`config.mk`:
```
export PLATFORM = sky130hd
export DESIGN_NAME = mem_access_unit_flat
export DESIGN_NICKNAME = d
export VERILOG_FILES = /design/src/rtl/mau_pkg.sv /design/src/rtl/mau_if.sv /design/src/rtl/mau_timer.sv /design/src/rtl/mem_access_unit.sv /design/src/flat_wrapper.sv
export SDC_FILE = /design/constraint.sdc
export NUM_CORES = 1
export LEC_CHECK = 0
export CORE_MARGIN = 2
export CORE_UTILIZATION = 33
export CTS_BUF_LIST = sky130_fd_sc_hd__clkbuf_8
export DETAILED_ROUTE_END_ITERATION = 12
export PLACE_DENSITY = 0.78
export SLEW_MARGIN = 20
export SYNTH_ARGS = -nofsm -noshare
export SYNTH_HDL_FRONTEND = slang
export SYNTH_SLANG_ARGS = --single-unit
```
`constraint.sdc`:
```
create_clock -name Clock -period 1.5 [get_ports Clock]
set_input_delay 0.3 -clock Clock [delete_from_list [all_inputs] [get_ports Clock]]
set_output_delay 0.3 -clock Clock [all_outputs]
set_load 0.05 [all_outputs]
```
`src/rtl/mau_pkg.sv`:
```
// mau_pkg: shared state encoding and default sizes for the memory access unit.
package mau_pkg;
    localparam int MAU_DATA_W  = 32;
    localparam int MAU_ADDR_W  = 9;
    localparam int MAU_TIMEOUT = 15;
    typedef enum logic [2:0] {IDLE, RD, WR, DONE, ERR} mau_state_e;
endpackage

```
`src/rtl/mau_if.sv`:
```
// mau_if: datapath-side controls plus memory request/response signals of the access unit.
interface mau_if import mau_pkg::*; #(
    parameter int DATA_W = MAU_DATA_W,
    parameter int ADDR_W = MAU_ADDR_W
);
    logic [DATA_W-1:0] bus_in, mdr_out, mem_wdata, mem_rdata;
    logic [ADDR_W-1:0] mem_addr;
    logic MAR_In, MDR_In, Read, Write, busy, done, err, mem_rd, mem_wr, mem_ready;
    modport master (
        output bus_in, MAR_In, MDR_In, Read, Write, mem_rdata, mem_ready,
        input  mdr_out, busy, done, err, mem_addr, mem_wdata, mem_rd, mem_wr
    );
    modport slave (
        input  bus_in, MAR_In, MDR_In, Read, Write, mem_rdata, mem_ready,
        output mdr_out, busy, done, err, mem_addr, mem_wdata, mem_rd, mem_wr
    );
endinterface

```
`src/rtl/mau_timer.sv`:
```
// mau_timer: counts memory wait cycles; expired flags the wait that reaches TIMEOUT.
module mau_timer import mau_pkg::*; #(
    parameter int TIMEOUT = MAU_TIMEOUT
) (
    input  logic clk,
    input  logic rst,
    input  logic clr,
    input  logic en,
    output logic expired
);
    logic [7:0] cnt;
    always_ff @(posedge clk or posedge rst)
        if (rst) cnt <= '0;
        else if (clr) cnt <= '0;
        else if (en) cnt <= cnt + 8'd1;
    // the current wait is the TIMEOUT-th one when TIMEOUT-1 waits are already counted
    assign expired = en && cnt == 8'(TIMEOUT - 1);
endmodule

```
`src/rtl/mem_access_unit.sv`:
```
// mem_access_unit: MAR/MDR memory access sequencer; define MAU_TIMEOUT_EN for the wait timeout and ERR path.
module mem_access_unit import mau_pkg::*; #(
    parameter int DATA_W  = MAU_DATA_W,
    parameter int ADDR_W  = MAU_ADDR_W,
    parameter int TIMEOUT = MAU_TIMEOUT
) (
    input logic  Clock,
    input logic  Clear,
    mau_if.slave bus
);
    mau_state_e state, next;
    logic [ADDR_W-1:0] mar;
    logic [DATA_W-1:0] mdr;
    logic rd_q, wr_q, idle, busy, expired;
    assign idle = state == IDLE;
    assign busy = state == RD || state == WR;
`ifdef MAU_TIMEOUT_EN
    mau_timer #(.TIMEOUT(TIMEOUT)) u_timer (
        .clk(Clock), .rst(Clear), .clr(!busy), .en(busy && !bus.mem_ready), .expired(expired)
    );
    assign bus.err = state == ERR;
`else
    logic unused_timeout;
    assign unused_timeout = ^32'(TIMEOUT);
    assign expired = 1'b0;
    assign bus.err = 1'b0;
`endif
    // read wins when Read and Write arrive together; ready beats a simultaneous expiry
    always_comb begin
        next = state;
        next = idle ? (bus.Read ? RD : bus.Write ? WR : IDLE)
             : busy ? (bus.mem_ready ? DONE : expired ? ERR : state)
             : IDLE;
    end
    always_ff @(posedge Clock or posedge Clear)
        if (Clear) begin
            state <= IDLE;
            mar   <= '0;
            mdr   <= '0;
            rd_q  <= 1'b0;
            wr_q  <= 1'b0;
        end else begin
            state <= next;
            rd_q  <= next == RD;
            wr_q  <= next == WR;
            if (idle && bus.MAR_In) mar <= bus.bus_in[ADDR_W-1:0];
            if (idle && bus.MDR_In) mdr <= bus.bus_in;
            else if (state == RD && bus.mem_ready) mdr <= bus.mem_rdata;
        end
    assign bus.busy      = busy;
    assign bus.done      = state == DONE;
    assign bus.mdr_out   = mdr;
    assign bus.mem_addr  = mar;
    assign bus.mem_wdata = mdr;
    assign bus.mem_rd    = rd_q;
    assign bus.mem_wr    = wr_q;
endmodule

```
`src/flat_wrapper.sv`:
```
// flat-port wrapper written by rule: the top's interface ports become plain ports
module mem_access_unit_flat import mau_pkg::*;
#(
    parameter int DATA_W  = MAU_DATA_W,
    parameter int ADDR_W  = MAU_ADDR_W,
    parameter int TIMEOUT = MAU_TIMEOUT
)
  (Clock, Clear, bus_bus_in, bus_MAR_In, bus_MDR_In, bus_Read, bus_Write, bus_mem_rdata, bus_mem_ready, bus_mdr_out, bus_busy, bus_done, bus_err, bus_mem_addr, bus_mem_wdata, bus_mem_rd, bus_mem_wr);
  mau_if #(.DATA_W(DATA_W), .ADDR_W(ADDR_W)) bus_i ();
  input logic Clock;
  input logic Clear;
  input wire logic [$bits(bus_i.bus_in)-1:0] bus_bus_in;
  input wire logic [$bits(bus_i.MAR_In)-1:0] bus_MAR_In;
  input wire logic [$bits(bus_i.MDR_In)-1:0] bus_MDR_In;
  input wire logic [$bits(bus_i.Read)-1:0] bus_Read;
  input wire logic [$bits(bus_i.Write)-1:0] bus_Write;
  input wire logic [$bits(bus_i.mem_rdata)-1:0] bus_mem_rdata;
  input wire logic [$bits(bus_i.mem_ready)-1:0] bus_mem_ready;
  output wire logic [$bits(bus_i.mdr_out)-1:0] bus_mdr_out;
  output wire logic [$bits(bus_i.busy)-1:0] bus_busy;
  output wire logic [$bits(bus_i.done)-1:0] bus_done;
  output wire logic [$bits(bus_i.err)-1:0] bus_err;
  output wire logic [$bits(bus_i.mem_addr)-1:0] bus_mem_addr;
  output wire logic [$bits(bus_i.mem_wdata)-1:0] bus_mem_wdata;
  output wire logic [$bits(bus_i.mem_rd)-1:0] bus_mem_rd;
  output wire logic [$bits(bus_i.mem_wr)-1:0] bus_mem_wr;
  assign bus_i.bus_in = bus_bus_in;
  assign bus_i.MAR_In = bus_MAR_In;
  assign bus_i.MDR_In = bus_MDR_In;
  assign bus_i.Read = bus_Read;
  assign bus_i.Write = bus_Write;
  assign bus_i.mem_rdata = bus_mem_rdata;
  assign bus_i.mem_ready = bus_mem_ready;
  assign bus_mdr_out = bus_i.mdr_out;
  assign bus_busy = bus_i.busy;
  assign bus_done = bus_i.done;
  assign bus_err = bus_i.err;
  assign bus_mem_addr = bus_i.mem_addr;
  assign bus_mem_wdata = bus_i.mem_wdata;
  assign bus_mem_rd = bus_i.mem_rd;
  assign bus_mem_wr = bus_i.mem_wr;
  mem_access_unit #(.DATA_W(DATA_W), .ADDR_W(ADDR_W), .TIMEOUT(TIMEOUT)) u_core (.Clock(Clock), .Clear(Clear), .bus(bus_i));
endmodule
```
==> results of run 1 <==
flip-flops by register name, summed over array words and instances (netlist names):
register,flops
u_core.bus.mdr_out,32
u_core.bus.mem_rd,1
u_core.state,3
u_core.bus.mem_addr,9
u_core.bus.mem_wr,1
worst min path at each step:
stage	start	slack, ps	cells after the start	to
after global placement	u_core.bus.mem_addr[3]$_DFFE_PP0P_	560	1	u_core.bus.mem_addr[3]$_DFFE_PP0P_
after floorplan	bus_bus_in[0]	420	2	u_core.bus.mdr_out[0]$_DFFE_PP0P_
after detailed placement	u_core.bus.mem_addr[4]$_DFFE_PP0P_	560	1	u_core.bus.mem_addr[4]$_DFFE_PP0P_
after CTS	Clear	380	3	u_core.bus.mdr_out[17]$_DFFE_PP0P_
after global routing	Clear	390	3	u_core.bus.mdr_out[17]$_DFFE_PP0P_
final	Clear	370	3	u_core.bus.mdr_out[17]$_DFFE_PP0P_
layout make-up:
cell class                      count  area share [%]
Clock inverter                      2           0.183
Timing Repair Buffer              170            53.0
Tap cell                           80            2.09
Clock buffer                        6            1.73
Inverter                           31            2.43
Sequential cell                    46            24.2
Multi-Input combinational cell     95            16.4
kinds of logic after synthesis:
kind of cell / after synthesis / share of synthesized area [%]
flops: 46 / 51.0
buf+inv: 77 / 19.4
other cells: 1 / 0.166
simple gates: 14 / 5.21
mux: 11 / 5.37
compound gates: 67 / 18.5
xor+xnor: 1 / 0.388
worst max-delay path, stage by stage (launching register included):
cell and delay (ps):
dfrtp_2 430, buf_6 140, nor4bb_4 340, or2_4 270, clkbuf_16 190, o21ai_2 60
through the flow:
stage	setup TNS (ps)	utilization [%]	std cells	total power, uW
after floorplan	0	-	218	4380
final	-1130	71.2	430	7850
after CTS	-973	68.7	426	7760
after global routing	-3170	71.2	430	8150
after detailed placement	-10560	66.1	412	6920
after global placement	-8560	66.1	412	6840
cells in the mapped netlist (4+ instances only):
library cell / number / area, um2
o21ai_0: 30 / 150
inv_1: 31 / 116
mux2_2: 9 / 101
buf_4: 34 / 255
dfrtp_1: 46 / 1150
a22oi_1: 30 / 225
nand2_1: 4 / 15.0
buf_2: 11 / 55.1
cells in the final DEF, fill, tap and decap left out, types with 3 or more instances in the layout:
cell | synthesis | final
inv_1 | 31 | 31
nand2_1 | 4 | 4
buf_4 | 34 | 12
a22oi_1 | 30 | 30
buf_6 | 1 | 4
o21ai_1 | 2 | 12
buf_12 | 0 | 81
mux2_2 | 9 | 9
dfrtp_1 | 46 | 43
clkbuf_8 | 0 | 6
o21ai_2 | 0 | 19
clkdlybuf4s50_1 | 0 | 70
dfrtp_2 | 0 | 3
where the power goes:
group	switching (uW)	internal, uW
Combinational	2540	2480
Sequential	531	1540
Clock	394	365
timing repair:
item | CTS | global route
setup buffers | 5 | 2
resized for setup | 17 | 47
pin swaps | 3 | 3
gates cloned | 1 | 2
setup endpoints to repair | 15 | 43
metal layers:
layer / vias up / part of all wire [%] / track usage (%)
met2: 98 / 54 / 33.4
met5: - / 0 / 0
li1: 963 / - / -
met3: 5 / 7.1 / 5.62
met4: 0 / 0.49 / 5.82
met1: 1016 / 38 / 20.7
==> metrics, run 1 <==
wire length per cell after detailed routing=17.1 um; number of standard-cell rows in the floorplan=30; average size of a mapped cell=10.4 um2; fraction of registers with async set/reset=100%; Die Area=0.00752 mm2; 1st-iter DRT viols=76; die height=86.7 um; Pre-antenna DRT Iters=4; multi-input combinational cell area=783 um2; type of origin of the critical path=flip-flop; Hold Fails Final Rpt=0; smallest setup slack after layout=-58.9 ps; wire length of the first global-routing pass=10700 um; number of antenna cells inserted=0; number of antenna violations at the first check in global routing=0; area of the core=0.00672 mm2; wire length after detailed routing=7370 um; clock tree from TritonCTS=yes; sequential cell area fraction in the yosys report=51.0%; total global routing track utilization=18.5%; total half-perimeter wirelength after legalization and detailed placement=5410 um; fraction of layout cells with a size suffix above 1=41.7%; unrepaired setup endpoints after global routing=yes; antenna-violating nets left=0; Setup Skew=3.68 ps; crit end category=flip-flop; number of distinct library cell variants in the gate-level netlist after synthesis=23; required time of the worst setup path=1670 ps; quantity of hold-fixing buffers added after cts=0; per-cell via count in the routed design=4.84; x dimension of the die=86.7 um; leading register cell type out of synthesis=dfrtp_1; count of endpoints failing setup in the final report=42; type of the tightest min-delay check=input port to async pin; worst reg2reg path startpoint=u_core.state[1]$_DFF_PP0_; number of filler instances in the final layout=439; setup slack of the worst register-to-register path=-60 ps; insertion delay of the later-clocked pin in the worst-skew pair=290 ps; net count reported at finish=420; total number of vias=2082; worst r2r dst=u_core.bus.mdr_out[16]$_DFFE_PP0P_; cells after synthesis=217; yosys synthesis warning count=0; number of global-route vias before repair=2169; Final GP Congestion=0.721; Post-Synthesis Cell Area=0.00226 mm2; CTS Root Cell=clkbuf_8; Sinks on Clock Net=46; maximum clock frequency=641 MHz; crit path kind=flip-flop to flip-flop; violations in the final reports=setup timing; static leakage=0.00208 uW; CP Max Fanout=7; register clock-pin slew on the reported worst setup and hold paths=80 ps; TritonCTS Buffers=5; FF+latch area=0.00115 mm2; number of synthesized register bits=46; maximum clock path buffer count=2; count of final max-slew check failures=0; number of enable flip-flop cells after synthesis=0; global route overflow=0; CTS HTree Levels=2; starting density of the core=33.6%; maximum number of pins on one net before global-route repair=47; source of the critical timing path=u_core.state[1]$_DFF_PP0_; highest ir drop seen on vdd=0.950 mV; number of cell instances on the worst register-to-register path=5; Final Critical Period=1560 ps; placed standard-cell area=0.00444 mm2; pre-CTS setup slack=-329 ps; growth of design area from synthesis to finish=112%; number of remaining DRC errors=0; data arrival time of the worst path=1730 ps; run status=finished with violations; crit share post-route=104%; Final Instance Area=0.00478 mm2; Critical path destination=u_core.bus.mdr_out[16]$_DFFE_PP0P_; number of port buffers=147; Post-Route Hold Slack=371 ps; MaxCap Viol Count=0; Top-Level Pins=149; power density over cell area=1640 mW/mm2
No activity file was read; power rests on OpenSTA's default activity.
==> inputs of run 2 (changes only) <==
RECOVER_POWER = 100   (was unset)
==> run 2 against run 1 <==
  * The flow still finishes with violations (setup timing)
  * Cell count stayed put
  * Via count is 0.43% lower
  * Power is 24% lower
  * Critical endpoint unchanged
==> metrics, run 2 (same netlist as run 1, synthesis figures left out) <==
most common cell after layout, fill and taps aside=clkbuf_2 (was buf_12); unrepaired setup endpoints after global routing=yes (unchanged); number of antenna violations at the first check in global routing=0 (unchanged); crit path buf inv count=2 (unchanged); master of the slowest instance on the critical path=dfrtp_2 (unchanged); CTS Root Cell=clkbuf_8 (unchanged); type of origin of the critical path=flip-flop (unchanged); Least-Margin Pin Slew=653 ps; MaxCap Viol Count=0 (unchanged); Die Area=0.00752 mm2 (unchanged); die height=86.7 um (unchanged); data arrival time of the worst path=1730 ps (about the same); Final Critical Period=1570 ps (was 1560 ps); summed negative setup slack over all endpoints=-1160 ps (was -1130 ps); power density over cell area=1640 mW/mm2 (about the same); smallest setup slack after layout=-65.3 ps (was -58.9 ps); violations in the final reports=setup timing (unchanged); insertion delay of the later-clocked pin in the worst-skew pair=290 ps (about the same); internal power component=2780 uW (was 4380 uW); CTS HTree Levels=2 (unchanged); maximum clock frequency=639 MHz (was 641 MHz); FF+latch area=0.00115 mm2 (unchanged); Final GP Congestion=0.721 (unchanged); growth of design area from synthesis to finish=61.3% (was 112%); maximum number of pins on one net before global-route repair=47 (unchanged); number of global-route vias before repair=2169 (unchanged); Pre-antenna DRT Iters=4 (unchanged); number of filler instances in the final layout=581 (was 439); TritonCTS Buffers=5 (unchanged); net count reported at finish=420 (unchanged); Setup Skew=2.73 ps (was 3.68 ps); wire length after detailed routing=7570 um (was 7370 um); number of antenna cells inserted=0 (unchanged); peak per-stage delay on the critical path=430 ps (about the same); area of the core=0.00672 mm2 (unchanged); per-cell via count in the routed design=4.82 (was 4.84); switching power of the nets=3190 uW (was 3470 uW); antenna-violating nets left=0 (unchanged); CP Max Fanout=7 (unchanged); clock tree from TritonCTS=yes (unchanged); crit end category=flip-flop (unchanged); register clock-pin slew on the reported worst setup and hold paths=80 ps (about the same); total number of vias=2073 (was 2082); highest ir drop seen on vdd=0.763 mV (was 0.950 mV); starting density of the core=33.6% (unchanged); Clock power frac=12.7% (was 9.7%); x dimension of the die=86.7 um (unchanged); multi-input combinational cell area=783 um2 (unchanged); run status=finished with violations (unchanged); cell-by-cell listing of the critical path=buf_6, nor4bb_4, or2_4, clkbuf_16, o21ai_2 (unchanged); sequential share of power=29.8% (was 26.4%); Comb power frac=57.5% (was 63.9%); worst slew margin relative to its limit=56.5%; type of the tightest min-delay check=flip-flop to flip-flop (was input port to async pin); most frequent cells in the layout=clkbuf_2, clkdlybuf4s50_1, dfrtp_1 (was buf_12, clkdlybuf4s50_1, dfrtp_1); pre-CTS setup slack=-329 ps (unchanged); wire length of the first global-routing pass=10700 um (unchanged); fraction of layout cells with a size suffix above 1=41.4% (was 41.7%); maximum clock path buffer count=2 (unchanged); Top-Level Pins=149 (unchanged); Hold Fails Final Rpt=0 (unchanged); Sinks on Clock Net=46 (unchanged); global route overflow=0 (unchanged); total global routing track utilization=18.5% (unchanged); crit-path leading delay family=simple AND/OR/NAND/NOR gates (unchanged); number of standard-cell rows in the floorplan=30 (unchanged); count of final max-slew check failures=0 (unchanged); crit path kind=flip-flop to flip-flop (unchanged); quantity of hold-fixing buffers added after cts=0 (unchanged); flip-flop count of the largest register, all copies and words added=32 (unchanged); fraction of power spent switching nets=53.4% (was 44.2%); crit share post-route=104% (about the same); count of endpoints failing setup in the final report=42 (unchanged); wire length per cell after detailed routing=17.6 um (was 17.1 um); number of remaining DRC errors=0 (unchanged); 1st-iter DRT viols=70 (was 76); static leakage=0.00171 uW (was 0.00208 uW); required time of the worst setup path=1670 ps (about the same); total half-perimeter wirelength after legalization and detailed placement=5410 um (unchanged); number of port buffers=147 (unchanged)
[run 2: cell type report]
cell class	instances	area share, %
inverters	31	3.19
well taps	80	2.75
repair buffers	170	38.3
flip-flops and latches	46	31.7
clock buffers	6	2.27
clock inverters	2	0.240
multi-input cells	95	21.5
[run 2: per-layer routing]
| layer | track usage [%] | up-vias | part of all wire (%) |
|---|---|---|---|
| met5 | 0 | - | 0 |
| met4 | 5.82 | 0 | 0.48 |
| met3 | 5.62 | 5 | 7.4 |
| met2 | 33.4 | 90 | 52 |
| met1 | 20.7 | 1015 | 40 |
| li1 | - | 963 | - |
[run 2: final timing paths]
check	startpoint	to	slack (ps)	cells after the start
setup / recovery	u_core.state[1]$_DFF_PP0_	u_core.bus.mdr_out[16]$_DFFE_PP0P_	-70	5
hold / removal	u_core.bus.mem_addr[4]$_DFFE_PP0P_	u_core.bus.mem_addr[4]$_DFFE_PP0P_	510	1
setup reg to reg	u_core.state[1]$_DFF_PP0_	u_core.bus.mdr_out[16]$_DFFE_PP0P_	-70	5
hold reg to reg	u_core.bus.mem_addr[4]$_DFFE_PP0P_	u_core.bus.mem_addr[4]$_DFFE_PP0P_	510	1
max in group asynchronous	Clear	u_core.state[2]$_DFF_PP0_	370	3
min in group asynchronous	Clear	u_core.bus.mdr_out[17]$_DFFE_PP0P_	650	3
[run 2: power by group through the flow]
stage / clock network, uW / logic, uW / registers [uW]
after CTS: 795 / 4890 / 2080
after global placement: 0 / 4760 / 2080
final: 759 / 3430 / 1780
after global routing: 842 / 3580 / 1820
after floorplan: 0 / 1570 / 2810
after detailed placement: 0 / 4810 / 2110
[run 2: metrics by stage]
stage          total power (uW)  hold slack, ps  utilization, %  std cells  cell area [um2]
5_1_grt                    6240             533            54.2        430             3640
3_5_place_dp               6920             562            66.1        412             4440
2_1_floorplan              4380             417               -        218             2270
4_1_cts                    7760             381            68.7        426             4620
6_report                   5960             509            54.2        430             3640
3_3_place_gp               6840             556            66.1        412             4440
[run 2: what timing repair did]
item                                    CTS  global route
cloned                                    1             2
endpoints found under the setup margin   15            43
pin swaps                                 3             3
setup buffers                             5             2
resized for setup                        17            47
==> inputs of run 3 (changes only) <==
ABC_CLOCK_PERIOD_IN_PS = 1500   (was unset)
REMOVE_ABC_BUFFERS = 1   (was unset)
==> run 3 against run 2 <==
  * The run still ends with setup timing left
  * Clock skew rose by 6.6 ps
  * Power rose by 30%
  * Count of clock-buffer cells in the layout did not move
  * Sequential power rose by 17%
  * Sequential share of layout area fell by 7.2 points
  * First-iteration DRC count rose by 1.4%
  * Register-to-register slack got worse by 40 ps
==> metrics, run 3 (same netlist as run 1, synthesis figures left out) <==
run status=finished with violations (unchanged); violations in the final reports=setup timing (unchanged); x dimension of the die=86.7 um (unchanged); Top-Level Pins=149 (unchanged); die height=86.7 um (unchanged); flip-flop count of the largest register, all copies and words added=32 (unchanged); Final Critical Period=1600 ps (was 1570 ps); Final GP Congestion=0.762 (was 0.721); number of global-route vias before repair=2224 (was 2169); worst reg2reg path startpoint=u_core.state[1]$_DFF_PP0_ (unchanged); Hold Fails Final Rpt=0 (unchanged); post-placement cell count=416 (was 412); antenna-violating nets left=0 (unchanged); global route overflow=0 (unchanged); number of cell instances on the worst register-to-register path=5 (unchanged); Pre-antenna DRT Iters=4 (unchanged); setup slack of the worst register-to-register path=-100 ps (was -70 ps); total global routing track utilization=19.0% (was 18.5%); data arrival time of the worst path=1780 ps (was 1730 ps); Sinks on Clock Net=46 (unchanged); CP Max Fanout=8 (was 7); count of non-filler cells in the finished layout=430 (unchanged); clock tree from TritonCTS=yes (unchanged); per-cell via count in the routed design=4.90 (was 4.82); number of antenna cells inserted=0 (unchanged); worst slew margin relative to its limit=54.5% (was 56.5%); growth of design area from synthesis to finish=108% (was 61.3%); MaxCap Viol Count=0 (unchanged); maximum number of pins on one net before global-route repair=28 (was 47); type of origin of the critical path=flip-flop (unchanged); count of endpoints failing setup in the final report=41 (was 42); summed negative setup slack over all endpoints=-3190 ps (was -1160 ps); number of remaining DRC errors=0 (unchanged); starting density of the core=33.6% (unchanged); required time of the worst setup path=1680 ps (was 1670 ps); smallest setup slack after layout=-104 ps (was -65.3 ps); wire length after detailed routing=7220 um (was 7570 um); net count reported at finish=420 (unchanged); Die Area=0.00752 mm2 (unchanged); Power, Total=7770 uW (was 5960 uW); wire length of the first global-routing pass=11300 um (was 10700 um); number of standard-cell rows in the floorplan=30 (unchanged); maximum clock path buffer count=2 (unchanged); static leakage=0.00207 uW (was 0.00171 uW); CTS HTree Levels=2 (unchanged); worst r2r dst=u_core.bus.mem_addr[7]$_DFFE_PP0P_ (was u_core.bus.mdr_out[16]$_DFFE_PP0P_); wire length per cell after detailed routing=16.8 um (was 17.6 um); TritonCTS Buffers=5 (unchanged); highest ir drop seen on vdd=0.895 mV (was 0.763 mV); Setup Skew=9.29 ps (was 2.73 ps); most frequent cells in the layout=buf_12, clkdlybuf4s50_1, dfrtp_1 (was clkbuf_2, clkdlybuf4s50_1, dfrtp_1); maximum clock frequency=624 MHz (was 639 MHz); crit share post-route=107% (was 104%); crit path kind=flip-flop to flip-flop (unchanged); CTS Root Cell=clkbuf_8 (unchanged); total half-perimeter wirelength after legalization and detailed placement=5520 um (was 5410 um); area of the core=0.00672 mm2 (unchanged); register clock-pin slew on the reported worst setup and hold paths=90 ps (was 80 ps); number of antenna violations at the first check in global routing=0 (unchanged); 1st-iter DRT viols=71 (was 70); unrepaired setup endpoints after global routing=yes (unchanged); most common cell after layout, fill and taps aside=buf_12 (was clkbuf_2); fraction of layout cells with a size suffix above 1=36.0% (was 41.4%); crit end category=flip-flop (unchanged); insertion delay of the later-clocked pin in the worst-skew pair=290 ps (about the same); count of final max-slew check failures=0 (unchanged); type of the tightest min-delay check=input port to async pin (was flip-flop to flip-flop); power density over cell area=1650 mW/mm2 (was 1640 mW/mm2); number of port buffers=147 (unchanged); total number of vias=2107 (was 2073); Least-Margin Pin Slew=682 ps (was 653 ps)
## run 3: changes by cell type in the layout (fill, tap and decap cells not counted), moves of 3 or more
cell	change
buf_4	-3
o21ai_2	-19
clkbuf_2	-73
buf_12	+74
buf_6	+4
mux2_2	-9
o21ai_0	+9
o21ai_1	+11
mux2_4	+9
## run 3: timing repair
item | in CTS | in global routing
endpoints found under the hold margin | 0 | 0
cloned | 0 | 1
gates resized for setup | 31 | 21
hold buffers | 0 | 0
setup buffers | 5 | 1
setup endpoints to repair | 37 | 43
pin swaps | 5 | 4
## run 3: worst max path at each step
stage                                   start                            endpoint  slack (ps)  cells past startpoint
finish              u_core.state[1]$_DFF_PP0_  u_core.bus.mem_addr[7]$_DFFE_PP0P_        -100                      5
global route        u_core.state[1]$_DFF_PP0_  u_core.bus.mem_addr[7]$_DFFE_PP0P_        -180                      5
CTS                 u_core.state[0]$_DFF_PP0_                            bus_busy         -80                      4
detailed placement              bus_mem_ready   u_core.bus.mdr_out[1]$_DFFE_PP0P_        -360                      5
global placement                bus_mem_ready  u_core.bus.mdr_out[18]$_DFFE_PP0P_        -270                      5
floorplan           u_core.state[1]$_DFF_PP0_  u_core.bus.mdr_out[10]$_DFFE_PP0P_       -2420                      3
## run 3: critical path, stage by stage, from the launching register on
cell	delay [ps]
dfrtp_1	410
buf_6	140
buf_6	110
nor4b_4	300
buf_6	210
mux2_4	310
## run 3: power breakdown
part           internal, uW  total [uW]  switching, uW
Combinational          2440        4910           2470
Clock                   366         775            409
Sequential             1540        2080            543
Total                  4340        7770           3420
## run 3: through the flow
step           setup slack [ps]  hold slack, ps  util (%)  area, um2
2_1_floorplan             -2420             417         -       1940
4_1_cts                   -80.2             346      69.2       4650
6_report                   -104             587      69.9       4700
3_3_place_gp               -272             556      66.2       4450
5_1_grt                    -184             608      69.9       4700
3_5_place_dp               -358             565      66.2       4450
## run 3: per-layer routing
| metal | global-route usage [%] | part of all wire (%) | wire length [um] | vias up |
|---|---|---|---|---|
| li1 | - | - | - | 960 |
| met3 | 6.00 | 8.0 | 574 | 2 |
| met1 | 21.1 | 39 | 2790 | 1038 |
| met4 | 3.69 | 0.22 | 16 | 0 |
| met5 | 0 | 0 | 0 | - |
| met2 | 35.6 | 53 | 3840 | 107 |
## run 3: final cells by class
| cell class | count | area [um2] |
|---|---|---|
| inverters | 31 | 116 |
| multi-input cells | 95 | 747 |
| repair buffers | 170 | 2490 |
| flip-flops and latches | 46 | 1150 |
| clock buffers | 6 | 82.6 |
| well taps | 80 | 100 |
| fillers | 474 | 2020 |
| clock inverters | 2 | 8.76 |
